### config.mk
export PLATFORM = sky130hd
export DESIGN_NAME = display_req_arbiter
export DESIGN_NICKNAME = d
export VERILOG_FILES = /design/src/rtl/display_pkg.sv /design/src/rtl/display_rr_picker.sv /design/src/rtl/display_req_arbiter.sv
export SDC_FILE = /design/constraint.sdc
export NUM_CORES = 1
export LEC_CHECK = 0
export BUFFER_PORTS_ARGS = -buffer_cell sky130_fd_sc_hd__buf_2
export CAP_MARGIN = 20
export CORE_ASPECT_RATIO = 1.5
export CORE_UTILIZATION = 52
export CTS_CLUSTER_SIZE = 8
export DETAILED_ROUTE_END_ITERATION = 8
export PLACE_DENSITY = 0.82
export SYNTH_ARGS = -nofsm -noshare
export SYNTH_HDL_FRONTEND = slang
export SYNTH_SLANG_ARGS = --single-unit
### constraint.sdc
create_clock -name clk -period 3.3 [get_ports clk]
set_input_delay 0.495 -clock clk [delete_from_list [all_inputs] [get_ports clk]]
set_output_delay 0.495 -clock clk [all_outputs]
set_load 0.03 [all_outputs]
### src/rtl/display_pkg.sv
// display_pkg: shared definitions for logic that drives the four-digit
// segment display slave (frame geometry, slave address map, arbiter state
// encoding and the slave word formatter).
package display_pkg;

    localparam int LEN      = 4;
    localparam int CHAR_LEN = 6;
    localparam int FRAME_W  = LEN * CHAR_LEN;

    localparam logic [4:0] DISP_ADDR_DIG0 = 5'd0;
    localparam logic [4:0] DISP_ADDR_DOT0 = 5'd4;
    localparam logic [4:0] DISP_ADDR_ENA  = 5'd8;

    typedef enum logic [1:0] {
        IDLE  = 2'd0,
        WRITE = 2'd1,
        HOLD  = 2'd2
    } disp_state_e;

    // Slave word for write index idx: digit codes, then dot bits, then enable.
    function automatic logic [31:0] disp_word(input logic [3:0]         idx,
                                              input logic [FRAME_W-1:0] frame,
                                              input logic [LEN-1:0]     dots);
        logic [31:0] word;
        word = 32'd0;
        if ({1'b0, idx} < DISP_ADDR_DOT0) begin
            word[CHAR_LEN-1:0] = frame[int'(idx[1:0]) * CHAR_LEN +: CHAR_LEN];
        end else if ({1'b0, idx} < DISP_ADDR_ENA) begin
            word[0] = dots[idx[1:0]];
        end else begin
            word[0] = 1'b1;
        end
        return word;
    endfunction

endpackage

### src/rtl/display_rr_picker.sv
// display_rr_picker: combinational round-robin selector.
//   req   - request vector, one bit per requester
//   ptr   - requester with highest priority this round
//   valid - at least one request is pending
//   idx   - first requesting index found from ptr upwards, wrapping at N_REQ
module display_rr_picker #(
    parameter int N_REQ = 3,
    parameter int IW    = $clog2(N_REQ)
) (
    input  logic [N_REQ-1:0] req,
    input  logic [IW-1:0]    ptr,
    output logic             valid,
    output logic [IW-1:0]    idx
);

    logic [IW:0] cand_s;

    // Scan offsets from farthest to nearest so the nearest requester to ptr wins.
    always_comb begin
        valid  = 1'b0;
        idx    = '0;
        cand_s = '0;
        for (int i = N_REQ - 1; i >= 0; i--) begin
            cand_s = {1'b0, ptr} + (IW + 1)'(i);
            cand_s = (cand_s >= (IW + 1)'(N_REQ)) ? cand_s - (IW + 1)'(N_REQ) : cand_s;
            valid  = req[cand_s[IW-1:0]] ? 1'b1 : valid;
            idx    = req[cand_s[IW-1:0]] ? cand_s[IW-1:0] : idx;
        end
    end

endmodule

### src/rtl/display_req_arbiter.sv
// display_req_arbiter: shares the segment display among N_REQ requesters.
// A round-robin winner's frame is captured, written to the display slave as
// nine single-word Avalon-MM writes, then held for HOLD_CYCLES clocks.
//   clk, rst          - clock, synchronous active-high reset
//   req/req_data/dots - per-requester level request, frame codes, dot bits
//   grant             - one-cycle one-hot pulse when a frame is captured
//   busy, active_id   - not idle; last granted requester
//   m_*               - Avalon-MM write master towards the display slave
module display_req_arbiter
    import display_pkg::*;
#(
    parameter int          N_REQ       = 3,
    parameter int unsigned HOLD_CYCLES = 50_000_000
) (
    input  logic                       clk,
    input  logic                       rst,
    input  logic [N_REQ-1:0]           req,
    input  logic [N_REQ*FRAME_W-1:0]   req_data,
    input  logic [N_REQ*LEN-1:0]       req_dots,
    output logic [N_REQ-1:0]           grant,
    output logic                       busy,
    output logic [2:0]                 active_id,
    output logic                       m_write,
    output logic [4:0]                 m_address,
    output logic [31:0]                m_writedata,
    input  logic                       m_waitrequest
);

    localparam int IW = $clog2(N_REQ);
    localparam int HW = (HOLD_CYCLES > 1) ? $clog2(HOLD_CYCLES) : 1;
    localparam int unsigned HOLD_LAST = (HOLD_CYCLES > 0) ? HOLD_CYCLES - 1 : 0;
    localparam logic [HW-1:0] HOLD_LAST_W = HW'(HOLD_LAST);

    disp_state_e          state_q, state_d;
    logic [IW-1:0]        ptr_q, ptr_d;
    logic [3:0]           wr_idx_q, wr_idx_d;
    logic [HW-1:0]        hold_cnt_q, hold_cnt_d;
    logic [FRAME_W-1:0]   frame_q, frame_d;
    logic [LEN-1:0]       dots_q, dots_d;
    logic [N_REQ-1:0]     grant_q, grant_d;
    logic                 busy_q, busy_d;
    logic [2:0]           active_id_q, active_id_d;
    logic                 m_write_q, m_write_d;
    logic [4:0]           m_address_q, m_address_d;
    logic [31:0]          m_writedata_q, m_writedata_d;

    logic                 pick_valid_s;
    logic [IW-1:0]        pick_idx_s;
    logic [FRAME_W-1:0]   sel_frame_s;
    logic [LEN-1:0]       sel_dots_s;

    display_rr_picker #(.N_REQ(N_REQ)) u_picker (
        .req   (req),
        .ptr   (ptr_q),
        .valid (pick_valid_s),
        .idx   (pick_idx_s)
    );

    assign sel_frame_s = req_data[pick_idx_s * FRAME_W +: FRAME_W];
    assign sel_dots_s  = req_dots[pick_idx_s * LEN +: LEN];

    // Next-state and registered-output logic for capture, write burst and hold.
    always_comb begin
        state_d       = state_q;
        ptr_d         = ptr_q;
        wr_idx_d      = wr_idx_q;
        hold_cnt_d    = hold_cnt_q;
        frame_d       = frame_q;
        dots_d        = dots_q;
        grant_d       = '0;
        active_id_d   = active_id_q;
        m_write_d     = m_write_q;
        m_address_d   = m_address_q;
        m_writedata_d = m_writedata_q;
        case (state_q)
            IDLE: begin
                if (pick_valid_s) begin
                    // The first word is formatted straight from the inputs
                    // because the capture buffer loads on this same edge.
                    state_d       = WRITE;
                    frame_d       = sel_frame_s;
                    dots_d        = sel_dots_s;
                    grant_d       = {{(N_REQ-1){1'b0}}, 1'b1} << pick_idx_s;
                    active_id_d   = 3'(pick_idx_s);
                    ptr_d         = (pick_idx_s == IW'(N_REQ - 1)) ? '0 : pick_idx_s + IW'(1);
                    wr_idx_d      = 4'd0;
                    m_write_d     = 1'b1;
                    m_address_d   = DISP_ADDR_DIG0;
                    m_writedata_d = disp_word(4'd0, sel_frame_s, sel_dots_s);
                end else begin
                    state_d = IDLE;
                end
            end
            WRITE: begin
                if (!m_waitrequest) begin
                    if ({1'b0, wr_idx_q} == DISP_ADDR_ENA) begin
                        m_write_d     = 1'b0;
                        m_address_d   = 5'd0;
                        m_writedata_d = 32'd0;
                        hold_cnt_d    = '0;
                        state_d       = (HOLD_CYCLES == 0) ? IDLE : HOLD;
                    end else begin
                        wr_idx_d      = wr_idx_q + 4'd1;
                        m_address_d   = {1'b0, wr_idx_d};
                        m_writedata_d = disp_word(wr_idx_d, frame_q, dots_q);
                    end
                end else begin
                    // Stalled: address and data stay as they are.
                    state_d = WRITE;
                end
            end
            HOLD: begin
                if (hold_cnt_q == HOLD_LAST_W) begin
                    state_d = IDLE;
                end else begin
                    hold_cnt_d = hold_cnt_q + HW'(1);
                end
            end
            default: begin
                state_d   = IDLE;
                m_write_d = 1'b0;
            end
        endcase
        busy_d = (state_d != IDLE);
    end

    // State and output registers with synchronous reset.
    always_ff @(posedge clk) begin
        if (rst) begin
            state_q       <= IDLE;
            ptr_q         <= '0;
            wr_idx_q      <= 4'd0;
            hold_cnt_q    <= '0;
            frame_q       <= '0;
            dots_q        <= '0;
            grant_q       <= '0;
            busy_q        <= 1'b0;
            active_id_q   <= 3'd0;
            m_write_q     <= 1'b0;
            m_address_q   <= 5'd0;
            m_writedata_q <= 32'd0;
        end else begin
            state_q       <= state_d;
            ptr_q         <= ptr_d;
            wr_idx_q      <= wr_idx_d;
            hold_cnt_q    <= hold_cnt_d;
            frame_q       <= frame_d;
            dots_q        <= dots_d;
            grant_q       <= grant_d;
            busy_q        <= busy_d;
            active_id_q   <= active_id_d;
            m_write_q     <= m_write_d;
            m_address_q   <= m_address_d;
            m_writedata_q <= m_writedata_d;
        end
    end

    assign grant       = grant_q;
    assign busy        = busy_q;
    assign active_id   = active_id_q;
    assign m_write     = m_write_q;
    assign m_address   = m_address_q;
    assign m_writedata = m_writedata_q;

endmodule

Word level (Yosys, flattened, before mapping). Index checks and enable logic that the tools add are counted.

Bits in registers: 106. Bits in latches: 0. RAM bits: 0. ROM bits: 0. Bits of input ports: 90. Memories: 0.

$add $sub $neg: 8. Multiply operators: 2. Divide/modulo/power cells: 0. Magnitude comparators: 9. Equal/unequal tests: 10. Shift-type cells: 4. Mux-type cells: 46. Bitwise gates (word level): 3. Reduce and logical (&&, ||, !) cells: 10.

Operator list (count): 2-to-1 mux 26 bit (3); variable part select 72 x 8 -> 24 bit (1); 2-to-1 mux 32 bit (2); case mux 32 bit (2 select lines) (1); case mux 26 bit (2 select lines) (1); adder 26 x 1 -> 26 bit (second input constant) (1); equality test 26 bit (second input constant) (1); variable part select 24 x 6 -> 6 bit (1); 2-to-1 mux 2 bit (10); 2-to-1 mux 4 bit (4); 2-to-1 mux 5 bit (3); 2-to-1 mux 1 bit (13); < comparator 2 x 3 -> 1 bit (second input constant) (4); AND reduction 4 bit (3); variable part select 12 x 5 -> 4 bit (1); inequality test 2 bit (second input constant) (5); case mux 5 bit (2 select lines) (1); binary-select mux 1 bit (select 2 bit) (4); multiplier 2 x 2 -> 4 bit (second input constant) (2); case mux 4 bit (2 select lines) (1); >= comparator 3 x 2 -> 1 bit (second input constant) (2); 2-to-1 mux 6 bit (1); case mux 2 bit (3 select lines) (1); nonzero test 2 bit (3); 18 further kinds (23).

Longest topological paths before layout.
Depth in word-level cells: 12. Depth in mapped cells: 10. Gate-level depth less buffers: 7.

Modules after synthesis. From an unflattened synthesis, not the netlist that was laid out.

Cell total of the unflattened synthesis: 553. Area total of the unflattened synthesis: 4549.4 µm².

By module, submodules not included: display_req_arbiter (instances 1, cells each 522, area an instance 4335.4 µm², sequential area each 1581.5 µm²); display_rr_picker (instances 1, cells each 31, area an instance 214.0 µm², sequential area each 0.0 µm²).

Worst setup path after synthesis. Ideal clock, no wire load.

Path type: reg2reg. From: reg wr_idx_q[0]. To: reg m_writedata_q[0] (netlist: m_writedata[0]). Library setup time: 133 ps. Data arrival time: 2394 ps. Data required time: 3167 ps. Path slack: 773 ps. Cell stages (with the launch flop): 9. Path buffers: 2. Clock period less this slack: 2527 ps. Cells stage by stage: dfxtp_1 clkbuf_1 inv_1 ha_1 clkbuf_1 mux4_2 mux2_2 o21bai_1 a311oi_1.

Cells in the longest elaborated chain, start to end: 8. Elaborated cells between the ends (all ways): 13.

Ends and longest elaborated chain: start, declared (RTL line display_req_arbiter.sv:36) `logic [3:0] wr_idx_q, wr_idx_d;`; start signal, assigned (RTL line display_req_arbiter.sv:145) `wr_idx_q <= wr_idx_d;`; branches (longest 5 deep; another with adder 4 x 1 -> 4 bit); 2-to-1 mux 6 bit * (RTL line display_req_arbiter.sv:96) `if ({1'b0, wr_idx_q} == DISP_ADDR_ENA) begin`; 2-to-1 mux 32 bit * (RTL line display_req_arbiter.sv:95) `if (!m_waitrequest) begin`; case mux 32 bit (2 select lines) * (RTL line display_req_arbiter.sv:75) `case (state_q)`; end signal, assigned (RTL line display_req_arbiter.sv:154) `m_writedata_q <= m_writedata_d;`; end, declared (RTL line display_req_arbiter.sv:45) `logic [31:0] m_writedata_q, m_writedata_d;`.

Mark *: on every way between the ends. The select of a mux whose other input is x is not followed. A chain may end at the register's enable or synchronous reset.

Worst setup path in the final report.
From: reg ptr_q[1]. To: reg m_writedata_q[2] (netlist: m_writedata[2]).

Cells in the longest elaborated chain, start to end: 12. Elaborated cells between the ends (all ways): 29.

Ends and longest elaborated chain: start, declared (RTL line display_req_arbiter.sv:35) `logic [IW-1:0] ptr_q, ptr_d;`; start signal, assigned (RTL line display_req_arbiter.sv:144) `ptr_q <= ptr_d;`; adder 2 x 2 -> 3 bit (RTL line display_rr_picker.sv:24) `cand_s = {1'b0, ptr} + (IW + 1)'(i);`; >= comparator 3 x 2 -> 1 bit or subtractor 2 bit (tied branches) (RTL line display_rr_picker.sv:25) `cand_s = (cand_s >= (IW + 1)'(N_REQ)) ? cand_s - (IW + 1)'(N_REQ) : cand_s;`; 2-to-1 mux 2 bit (RTL line display_rr_picker.sv:25); binary-select mux 1 bit (select 2 bit) (RTL line display_rr_picker.sv:26, display_rr_picker.sv:27); 2-to-1 mux 1 bit (implied by the code) (RTL line display_rr_picker.sv:26, display_rr_picker.sv:27); 2-to-1 mux 2 bit (3 in series) (RTL line display_rr_picker.sv:27) `idx = req[cand_s[IW-1:0]] ? cand_s[IW-1:0] : idx;`; multiplier 2 x 2 -> 4 bit (RTL line display_req_arbiter.sv:59) `assign sel_frame_s = req_data[pick_idx_s * FRAME_W +: FRAME_W];`; variable part select 72 x 8 -> 24 bit (RTL line display_req_arbiter.sv:59); 2-to-1 mux 32 bit (RTL line display_req_arbiter.sv:77) `if (pick_valid_s) begin`; case mux 32 bit (2 select lines) (RTL line display_req_arbiter.sv:75).

Parallel ways exist; a longest one is shown, timed or not. The select of a mux whose other input is x is not followed.

==> flow_metrics.env <==
export IMPL_grtUsageTotal_pct=25.9
export IMPL_cts_max_level=3
export IMPL_via_per_inst=5.94
export IMPL_portBuffers=106
export IMPL_ir_drop_uv=322
export IMPL_initial_core_util_pct=53.4
export IMPL_regArea_sq_um=1580
export IMPL_cts_num_sinks=79
export IMPL_ys_seq_area_share_pct=35.4
export IMPL_area_growth_pct=17.9
export IMPL_cts_path_max_buffers=2
export IMPL_max_stage_delay_ns=0.54
export IMPL_pre_cts_ws_ns=0.574
export IMPL_syn_area_sq_um=4460
export IMPL_place_hpwl_um=8300
export IMPL_syn_area_per_cell_sq_um=8.52
export IMPL_status="finished, final reports clean"
export IMPL_drc=0
export IMPL_route_antenna_remaining_nets=0
export IMPL_synth_edf_count=0
export IMPL_synth_cell_types=65
export IMPL_rsz0062_at_grt="no"
export IMPL_hold_buffers=0
export IMPL_final_nets=707
export IMPL_ys_flop_type="dfxtp_1"
export IMPL_slew_headroom_pct=48.3
export IMPL_grt_pass1_wl_um=18100
export IMPL_fin_tns_setup_ns=0
export IMPL_ioPinCount=135
export IMPL_async_flop_share_pct=0
export IMPL_layout_common_cells="buf_2, dfxtp_1, nand2_1, nor2_1"
export IMPL_critPathKind="reg -> reg"
export IMPL_maxCapViolCount=0
export IMPL_worstMarginPinSlew_ns=0.774
export IMPL_synth_seq_cells=79
export IMPL_end_kind="flip-flop"
export IMPL_multi_input_area_sq_um=2580
export IMPL_fin_ws_ns=0.583
export IMPL_min_period_ns=2.72
export IMPL_cellPowerDensity_nw_per_um2=579
export IMPL_overflow=0
export IMPL_cts_resized=0
export IMPL_first_pass_iters=6
export IMPL_hp_class="in -> reg"
export IMPL_instances_no_fill=724
export IMPL_clk_latency_ns=0.34
export IMPL_finalSetupViolCount=0
export IMPL_root_buffer="clkbuf_16"
export IMPL_clkTransAtPathRegs_ns=0.06
export IMPL_cts_tree="yes"
export IMPL_syn_inst=524
export IMPL_die_w_um=77.7
export IMPL_slew_violations=0
export IMPL_drive_gt1_share_pct=24.0
export IMPL_via_count=4302
export IMPL_grt_pass1_vias=4059
export IMPL_r2r_slack_ns=0.58
export IMPL_core_area_sq_um=8360
export IMPL_rows=41
export IMPL_period_share_pct=82.3
export IMPL_routabilityCongestion=0.860
export IMPL_die_y_um=115
export IMPL_routedWlPerCell_um=15.7
export IMPL_skew_ns=0.00746
export IMPL_crit_arrival_ns=2.96
export IMPL_place_area_sq_um=4910
export IMPL_drt_iter0_drc=206
export IMPL_crit_fanout=19
export IMPL_final_common_cell="buf_2"
export IMPL_synth_warnings=0
export IMPL_worst_setup_path_start_kind="flip-flop"
export IMPL_die_area_sq_um=8970
export IMPL_placed_cells=708
export IMPL_crit_required_ns=3.54
export IMPL_routed_wirelength_um=11400
export IMPL_leakagePower_nw=2.12
export IMPL_fmaxAchievable_mhz=368
export IMPL_antenna_found_initial=0
export IMPL_numCtsBuffers=9
export IMPL_fin_area_sq_um=5260
export IMPL_post_cts_buffers=0
export IMPL_crit_chain="inv_1 > ha_1 > nor4bb_1 > or3_4 > a211o_1 > nand2_1 > a311oi_1"
export IMPL_holdWs_ns=0.416
export IMPL_hold_violations=0
export IMPL_slowest_stage="nor4bb_1"
export IMPL_grt_max_degree=65
export IMPL_diodes=0
export IMPL_final_util_pct=62.9
export IMPL_p_total_mw=3.05
export IMPL_fill_cells=694
cell usage after synthesis (all sizes together) (4+ instances only):
cell	n	area share, %
a21boi	6	1.0
a21oi	26	2.9
a22oi	22	3.7
a311oi	28	5.5
and3	13	1.8
buf	41	6.4
clkbuf	22	1.8
dfxtp	79	35
ha	5	1.4
inv	10	0.84
mux4	7	3.5
nand2	55	4.6
nand3	13	1.5
nand4	8	1.3
nor2	49	4.1
nor2b	4	0.56
nor3	15	1.7
nor4	12	2.2
o2111a	6	1.5
o211ai	6	1.0
o21ai	8	0.98
o31ai	17	3.0
or3	7	1.1
or4	12	2.1
xor2	7	1.4
critical path: cells and delay by family, from the launching register on:
family | cells | cell delay (ns)
AND/OR/NAND/NOR | 3 | 1.09
adder cells (fa/ha/maj) | 1 | 0.32
flip-flops | 1 | 0.32
buffers and inverters | 1 | 0.06
AO/OA/AOI/OAI | 2 | 0.82
flip-flops by register name (all words and copies together) (netlist names), 3 cells and up:
| name | count |
|---|---|
| m_writedata | 6 |
| hold_cnt_q | 26 |
| m_address | 4 |
| frame_q | 24 |
| dots_q | 4 |
| wr_idx_q | 4 |
| grant | 3 |
cell type report:
| type | instances | area share, % |
|---|---|---|
| clock buffer | 9 | 4.28 |
| timing repair buffer | 113 | 11.1 |
| tap | 107 | 2.54 |
| inverter | 10 | 0.713 |
| clock inverter | 7 | 2.31 |
| multi-input combinational | 399 | 49.0 |
| sequential | 79 | 30.1 |
metal layers:
layer / vias up / GRT usage [%] / part of all wire [%]
li1: 2110 / - / -
met1: 2005 / 25.4 / 37
met2: 148 / 48.6 / 53
met3: 39 / 4.80 / 5.0
met4: 0 / 18.4 / 5.3
met5: - / 0 / 0
where the power goes:
group | switching [mW] | internal [mW] | leakage (nW)
combinational | 0.483 | 0.288 | 1.30
sequential | 0.0786 | 1.06 | 0.647
clock | 0.397 | 0.741 | 0.170
logic make-up after synthesis:
group,synth area share [%]
xor gates and xnor gates,1.77
muxes,4.01
DFF,35.4
and+or+nand+nor,23.9
other,0.0840
buffers and inverters,9.08
adders and majority gates,1.63
AOI/OAI and AO/OA,24.1
worst paths after layout:
path / start / end / cells after the start
worst max-delay path: ptr_q[1] / m_writedata[2] / 7
worst min-delay path: req_data[17] / frame_q[17] / 3
worst max register to register: ptr_q[1] / m_writedata[2] / 7
worst min register to register: active_id[0] / active_id[0] / 2
Note: power is estimated with default switching activity, not from simulation.
